## src/rtl/fcb_pkg.sv

```systemverilog
// Shared types and helpers for the flow-controlled buffer (fcb) family.
package fcb_pkg;

    // Skid-buffer occupancy state; encoding 2'd3 is unused and behaves as EMPTY.
    typedef enum logic [1:0] {
        FCB_EMPTY = 2'd0,
        FCB_BUSY  = 2'd1,
        FCB_FULL  = 2'd2
    } fcb_skid_state_t;

    // Handshake-side view of a skid state.
    typedef struct packed {
        logic       down_vld;
        logic       up_rdy;
        logic [1:0] occupancy;
    } fcb_skid_flags_t;

    // Decode the registered state into the flags seen on the ports.
    function automatic fcb_skid_flags_t fcb_skid_decode(input fcb_skid_state_t s);
        fcb_skid_flags_t f;
        // NOTE: every field gets a default before the case so no path leaves it unassigned (no latch).
        f.down_vld  = 1'b0;
        f.up_rdy    = 1'b1;
        f.occupancy = 2'd0;
        case (s)
            FCB_BUSY: begin
                f.down_vld  = 1'b1;
                f.up_rdy    = 1'b1;
                f.occupancy = 2'd1;
            end
            FCB_FULL: begin
                f.down_vld  = 1'b1;
                f.up_rdy    = 1'b0;
                f.occupancy = 2'd2;
            end
            default: ; // EMPTY and the unused encoding
        endcase
        return f;
    endfunction

endpackage

```

## src/rtl/fcb_2_skid_registered_rdy.sv

```systemverilog
// Two-entry skid buffer: registers both the forward (valid/data) and the
// backward (ready) paths so long ready chains can be broken.
module fcb_2_skid_registered_rdy
    import fcb_pkg::*;
#(
    parameter int w = 8
) (
    input  logic         clk,
    input  logic         rst,
    input  logic         up_vld,
    output logic         up_rdy,
    input  logic [w-1:0] up_data,
    output logic         down_vld,
    input  logic         down_rdy,
    output logic [w-1:0] down_data,
    output logic [1:0]   occupancy
);

    fcb_skid_state_t r_state;
    logic [w-1:0]    r_main;
    logic [w-1:0]    r_skid;

    fcb_skid_flags_t w_flags;
    logic            w_up_fire;
    logic            w_down_fire;

    // Port flags are a pure decode of the state flop, so up_rdy never sees down_rdy.
    assign w_flags     = fcb_skid_decode(r_state);
    assign up_rdy      = w_flags.up_rdy;
    assign down_vld    = w_flags.down_vld;
    assign occupancy   = w_flags.occupancy;
    assign down_data   = r_main;

    assign w_up_fire   = up_vld & w_flags.up_rdy;
    assign w_down_fire = w_flags.down_vld & down_rdy;

    // State and data update: main feeds the output, skid catches the word arriving during a stall.
    always_ff @(posedge clk or posedge rst) begin
        if (rst) begin
            // NOTE: only two data words, so they are cleared on reset for a deterministic down_data.
            r_state <= FCB_EMPTY;
            r_main  <= '0;
            r_skid  <= '0;
        end else begin
            // NOTE: non-blocking assignments so every flop samples pre-edge values.
            case (r_state)
                FCB_BUSY: begin
                    if (w_up_fire && w_down_fire) begin
                        r_main <= up_data;
                    end else if (w_up_fire) begin
                        r_skid  <= up_data;
                        r_state <= FCB_FULL;
                    end else if (w_down_fire) begin
                        r_state <= FCB_EMPTY;
                    end
                end
                FCB_FULL: begin
                    // up_rdy is low here, so nothing is accepted from upstream.
                    if (w_down_fire) begin
                        r_main  <= r_skid;
                        r_state <= FCB_BUSY;
                    end
                end
                default: begin
                    // EMPTY, and the unused encoding recovers as EMPTY.
                    if (w_up_fire) begin
                        r_main  <= up_data;
                        r_state <= FCB_BUSY;
                    end
                end
            endcase
        end
    end

    // Upstream must never be accepted while both entries are occupied.
    a_no_accept_when_full : assert property (
        @(posedge clk) disable iff (rst) !((r_state == FCB_FULL) && up_vld && up_rdy)
    );

endmodule

```

## config.mk

```make
export PLATFORM = sky130hd
export DESIGN_NAME = fcb_2_skid_registered_rdy
export DESIGN_NICKNAME = d
export VERILOG_FILES = /design/src/rtl/fcb_pkg.sv /design/src/rtl/fcb_2_skid_registered_rdy.sv
export SDC_FILE = /design/constraint.sdc
export NUM_CORES = 1
export LEC_CHECK = 0
export BUFFER_PORTS_ARGS = -buffer_cell sky130_fd_sc_hd__buf_2
export CAP_MARGIN = 0
export CORE_ASPECT_RATIO = 0.8
export CORE_MARGIN = 4
export CORE_UTILIZATION = 49
export CTS_BUF_LIST = sky130_fd_sc_hd__clkbuf_4
export CTS_CLUSTER_DIAMETER = 100
export CTS_CLUSTER_SIZE = 28
export DETAILED_ROUTE_END_ITERATION = 10
export PLACE_DENSITY = 0.77
export RECOVER_POWER = 25
export SKIP_CTS_REPAIR_TIMING = 1
export SYNTH_ARGS = -nofsm -noshare
export SYNTH_HDL_FRONTEND = slang
export SYNTH_SLANG_ARGS = --single-unit
```

## constraint.sdc

```tcl
create_clock -name clk -period 1.7 [get_ports clk]
set_clock_uncertainty 0.15 [all_clocks]
set_input_delay 0.255 -clock clk [delete_from_list [all_inputs] [get_ports clk]]
set_output_delay 0.255 -clock clk [all_outputs]
set_load 0.05 [all_outputs]
```

==> impl_results.html <==
<table>
<tr><th>Metric</th><th>Value</th></tr>
<tr><th colspan="2">Detailed routing</th></tr>
<tr><td>Detailed-route wire length</td><td>2610 um</td></tr>
<tr><td>Residual DRC count</td><td>0</td></tr>
<tr><td>DRC violation total after the first TritonRoute iteration</td><td>23</td></tr>
<tr><td>Detailed-route vias per instance</td><td>5.78</td></tr>
<tr><td>Total number of vias</td><td>873</td></tr>
<tr><td>Mean routed wirelength per cell</td><td>17.3 um</td></tr>
<tr><td>Post-route antenna net violation count</td><td>0</td></tr>
<tr><td>Router iterations before antenna repair</td><td>4</td></tr>
<tr><th colspan="2">Outcome</th></tr>
<tr><td>Violations in the final reports</td><td>setup timing</td></tr>
<tr><td>Outcome</td><td>finished with violations</td></tr>
<tr><th colspan="2">Die</th></tr>
<tr><td>Die Area</td><td>0.00280 mm^2</td></tr>
<tr><td>Core area</td><td>0.00189 mm^2</td></tr>
<tr><td>Initial Utilization</td><td>52.2%</td></tr>
<tr><td>Die X-Extent</td><td>58.2 um</td></tr>
<tr><td>Die height</td><td>48.1 um</td></tr>
<tr><td>IO Count</td><td>24</td></tr>
<tr><td>Cell row count</td><td>14</td></tr>
<tr><th colspan="2">Cells and area</th></tr>
<tr><td>Final Instance Area</td><td>0.00140 mm^2</td></tr>
<tr><td>Layout cells sized above 1</td><td>63.8%</td></tr>
<tr><td>Post-route core utilization</td><td>74.1%</td></tr>
<tr><td>Most common cell after layout, fill and taps aside</td><td>sky130_fd_sc_hd__buf_2</td></tr>
<tr><td>Final #Nets</td><td>143</td></tr>
<tr><td>Synth-to-layout area growth</td><td>42.1%</td></tr>
<tr><td>Ant diodes</td><td>0</td></tr>
<tr><td>Layout fillers</td><td>120</td></tr>
<tr><td>Most frequent cells in the layout</td><td>sky130_fd_sc_hd__buf_2, sky130_fd_sc_hd__nor2_1, sky130_fd_sc_hd__dfrtp_1</td></tr>
<tr><th colspan="2">STA</th></tr>
<tr><td>Final Critical Period</td><td>1.76 ns</td></tr>
<tr><td>Final hold slack</td><td>0.0581 ns</td></tr>
<tr><td>Smallest setup slack after layout</td><td>-0.0558 ns</td></tr>
<tr><td>Relative max-transition margin</td><td>77.6%</td></tr>
<tr><td>Setup repair after global routing missed its margin</td><td>yes</td></tr>
<tr><td>Maximum frequency from static timing analysis</td><td>570 MHz</td></tr>
<tr><td>Final hold violation count</td><td>0</td></tr>
<tr><td>Post-route clock period utilization</td><td>103%</td></tr>
<tr><td>Final max-slew violation count</td><td>0</td></tr>
<tr><td>Worst Max-Slew Pin Slew</td><td>0.336 ns</td></tr>
<tr><td>Final setup violation count</td><td>12</td></tr>
<tr><th colspan="2">Logic synthesis</th></tr>
<tr><td>FF+latch count, synth</td><td>18</td></tr>
<tr><td>Synthesized area</td><td>987 um^2</td></tr>
<tr><td>Yosys warns</td><td>0</td></tr>
<tr><td>Instance count of the mapped netlist</td><td>87</td></tr>
<tr><td>Cells taking the most area after synthesis</td><td>sky130_fd_sc_hd__dfrtp_1, sky130_fd_sc_hd__a211oi_2, sky130_fd_sc_hd__mux2_2, sky130_fd_sc_hd__a211oi_1, sky130_fd_sc_hd__nor2_1</td></tr>
<tr><td>Library cells used by synthesis</td><td>22</td></tr>
<tr><td>Avg Inst Size Synth</td><td>11.3 um^2</td></tr>
<tr><td>Post-synthesis cell type with the largest combined area</td><td>sky130_fd_sc_hd__dfrtp_1</td></tr>
<tr><td>Area share of the leading cell type in the synthesized netlist</td><td>45.6%</td></tr>
<tr><td>Number of nets produced by synthesis</td><td>101</td></tr>
<tr><td>Share of the yosys chip area belonging to registers</td><td>45.6%</td></tr>
<tr><th colspan="2">Setup path</th></tr>
<tr><td>Worst R2R Path Depth</td><td>6</td></tr>
<tr><td>Critical Path End Type</td><td>register</td></tr>
<tr><td>Required time reported for the critical path endpoint</td><td>1.74 ns</td></tr>
<tr><td>Setup slack on the worst flop-to-flop path</td><td>-0.06 ns</td></tr>
<tr><td>Crit path buf inv count</td><td>3</td></tr>
<tr><td>Type of the worst setup path</td><td>register to register</td></tr>
<tr><td>Ordered cell list for the critical path</td><td>inv_2 -&gt; ha_4 -&gt; clkinvlp_4 -&gt; buf_4 -&gt; nand4_4 -&gt; mux2_2</td></tr>
<tr><td>Setup crit start kind</td><td>register</td></tr>
<tr><td>Critical-path cell with the highest stage delay</td><td>sky130_fd_sc_hd__dfrtp_2</td></tr>
<tr><td>Endpoint of the lowest-slack register-to-register path</td><td>r_skid[6]</td></tr>
<tr><td>Critical register-to-register path startpoint</td><td>r_state[0]</td></tr>
<tr><td>CP top delay family</td><td>flip-flops</td></tr>
<tr><td>Largest fanout on the critical path</td><td>8</td></tr>
<tr><td>Maximum cell stage delay along the critical path</td><td>0.45 ns</td></tr>
<tr><td>WP data arrival</td><td>1.80 ns</td></tr>
<tr><td>Cell count along the critical path</td><td>6</td></tr>
<tr><th colspan="2">Clock tree</th></tr>
<tr><td>Maximum clock path buffer count</td><td>2</td></tr>
<tr><td>CTS sink count</td><td>18</td></tr>
<tr><td>CTS H-Tree Depth</td><td>1</td></tr>
<tr><td>Clock transition at path regs</td><td>0.10 ns</td></tr>
<tr><td>Later-pin clock latency in the skew report</td><td>0.29 ns</td></tr>
<tr><td>TritonCTS Buffers</td><td>3</td></tr>
<tr><td>CTS root buffer</td><td>sky130_fd_sc_hd__clkbuf_4</td></tr>
<tr><td>Clock tree from TritonCTS</td><td>done</td></tr>
<tr><th colspan="2">Place</th></tr>
<tr><td>Port Buffers</td><td>23</td></tr>
<tr><td>DP Area</td><td>0.00119 mm^2</td></tr>
<tr><td>HPWL after detailed placement</td><td>1630 um</td></tr>
<tr><td>Placer congestion estimate</td><td>0.760</td></tr>
<tr><th colspan="2">Min path</th></tr>
<tr><td>Worst min path class</td><td>primary input to register</td></tr>
<tr><td>Min-Delay Path Depth</td><td>2</td></tr>
<tr><td>Endpoint of the worst hold-timing path</td><td>r_skid[5]</td></tr>
<tr><td>Min-delay src</td><td>up_data[5]</td></tr>
<tr><th colspan="2">Global route</th></tr>
<tr><td>Total congestion overflow after global routing</td><td>0</td></tr>
<tr><td>Global-route total usage across every layer</td><td>17.4%</td></tr>
<tr><td>Via count of the first global-routing pass</td><td>787</td></tr>
<tr><td>Global-route wire length before repair</td><td>3570 um</td></tr>
<tr><td>Pin count of the biggest net entering global routing</td><td>12</td></tr>
<tr><td>Antenna violations before repair</td><td>0</td></tr>
<tr><th colspan="2">Power and ir drop</th></tr>
<tr><td>Power density of the placed cells</td><td>2380 mW/mm^2</td></tr>
<tr><td>Leakage</td><td>0.621 nW</td></tr>
<tr><td>Maximum vdd ir drop</td><td>0.00196 V</td></tr>
<tr><th colspan="2">Flow run</th></tr>
<tr><td>Max-cap violations</td><td>0</td></tr>
</table>
==> report_power, final <==
part | switching (W) | internal (W) | leakage (nW)
Combinational | 0.00131 | 0.00101 | 0.401
Clock | 0.000133 | 0.0000826 | 0.0138
Sequential | 0.000140 | 0.000654 | 0.206
==> flip-flops by register name, indices dropped and copies added, names as in the netlist <==
register   cells
down_data      8
r_state        2
r_skid         8
==> Yosys cell counts (all sizes together) <==
cell type	number
dfrtp	18
a2111oi	1
buf	3
inv	6
mux2	8
a211oi	17
nand2b	2
nand4	1
a21oi	3
a21o	1
ha	2
clkbuf	1
and3b	1
and3	1
mux2i	1
nor2	16
o2bb2ai	1
or2	2
nand3b	2
==> per-stage QoR <==
stage / power [W] / instances / TNS [ns] / setup slack (ns)
2_1_floorplan: 0.00219 / 87 / -2.41 / -0.206
3_3_place_gp: 0.00255 / 138 / -0.181 / -0.0206
3_5_place_dp: 0.00260 / 138 / -0.815 / -0.0720
4_1_cts: 0.00282 / 141 / -1.56 / -0.207
5_1_grt: 0.00349 / 151 / -1.11 / -0.105
6_report: 0.00333 / 151 / -0.400 / -0.0558
==> worst max-delay path by stage <==
stage                     from            to
global route        r_state[0]     r_skid[6]
global placement    r_state[0]  down_data[1]
CTS                 r_state[1]  occupancy[0]
finish              r_state[0]     r_skid[6]
detailed placement  r_state[0]  down_data[3]
floorplan           r_state[0]     r_skid[0]
==> kinds of logic (layout without fill, tap and decap cells) <==
kind of cell	count (synthesis)	count (layout)	share of synthesized area [%]
mux	9	9	10.1
flops	18	18	45.6
simple gates	25	25	13.2
compound gates	23	23	23.7
buf+inv	10	50	4.82
fa+ha+maj	2	2	2.53
==> final cells by class <==
type	count	area [um^2]	area share [%]
Tap cell	24	30.0	2.14
Clock buffer	3	22.5	1.61
Sequential cell	18	453	32.3
Inverter	6	28.8	2.05
Timing Repair Buffer	41	293	20.9
Multi-Input combinational cell	59	576	41.0
==> layer usage <==
| metal | part of all wire (%) | global-route usage, % |
|---|---|---|
| met5 | 0 | 0 |
| met4 | 0.81 | 2.78 |
| met1 | 41 | 22.6 |
| met2 | 50 | 29.5 |
| met3 | 7.2 | 5.82 |
Power figures use the tool's default switching activity.
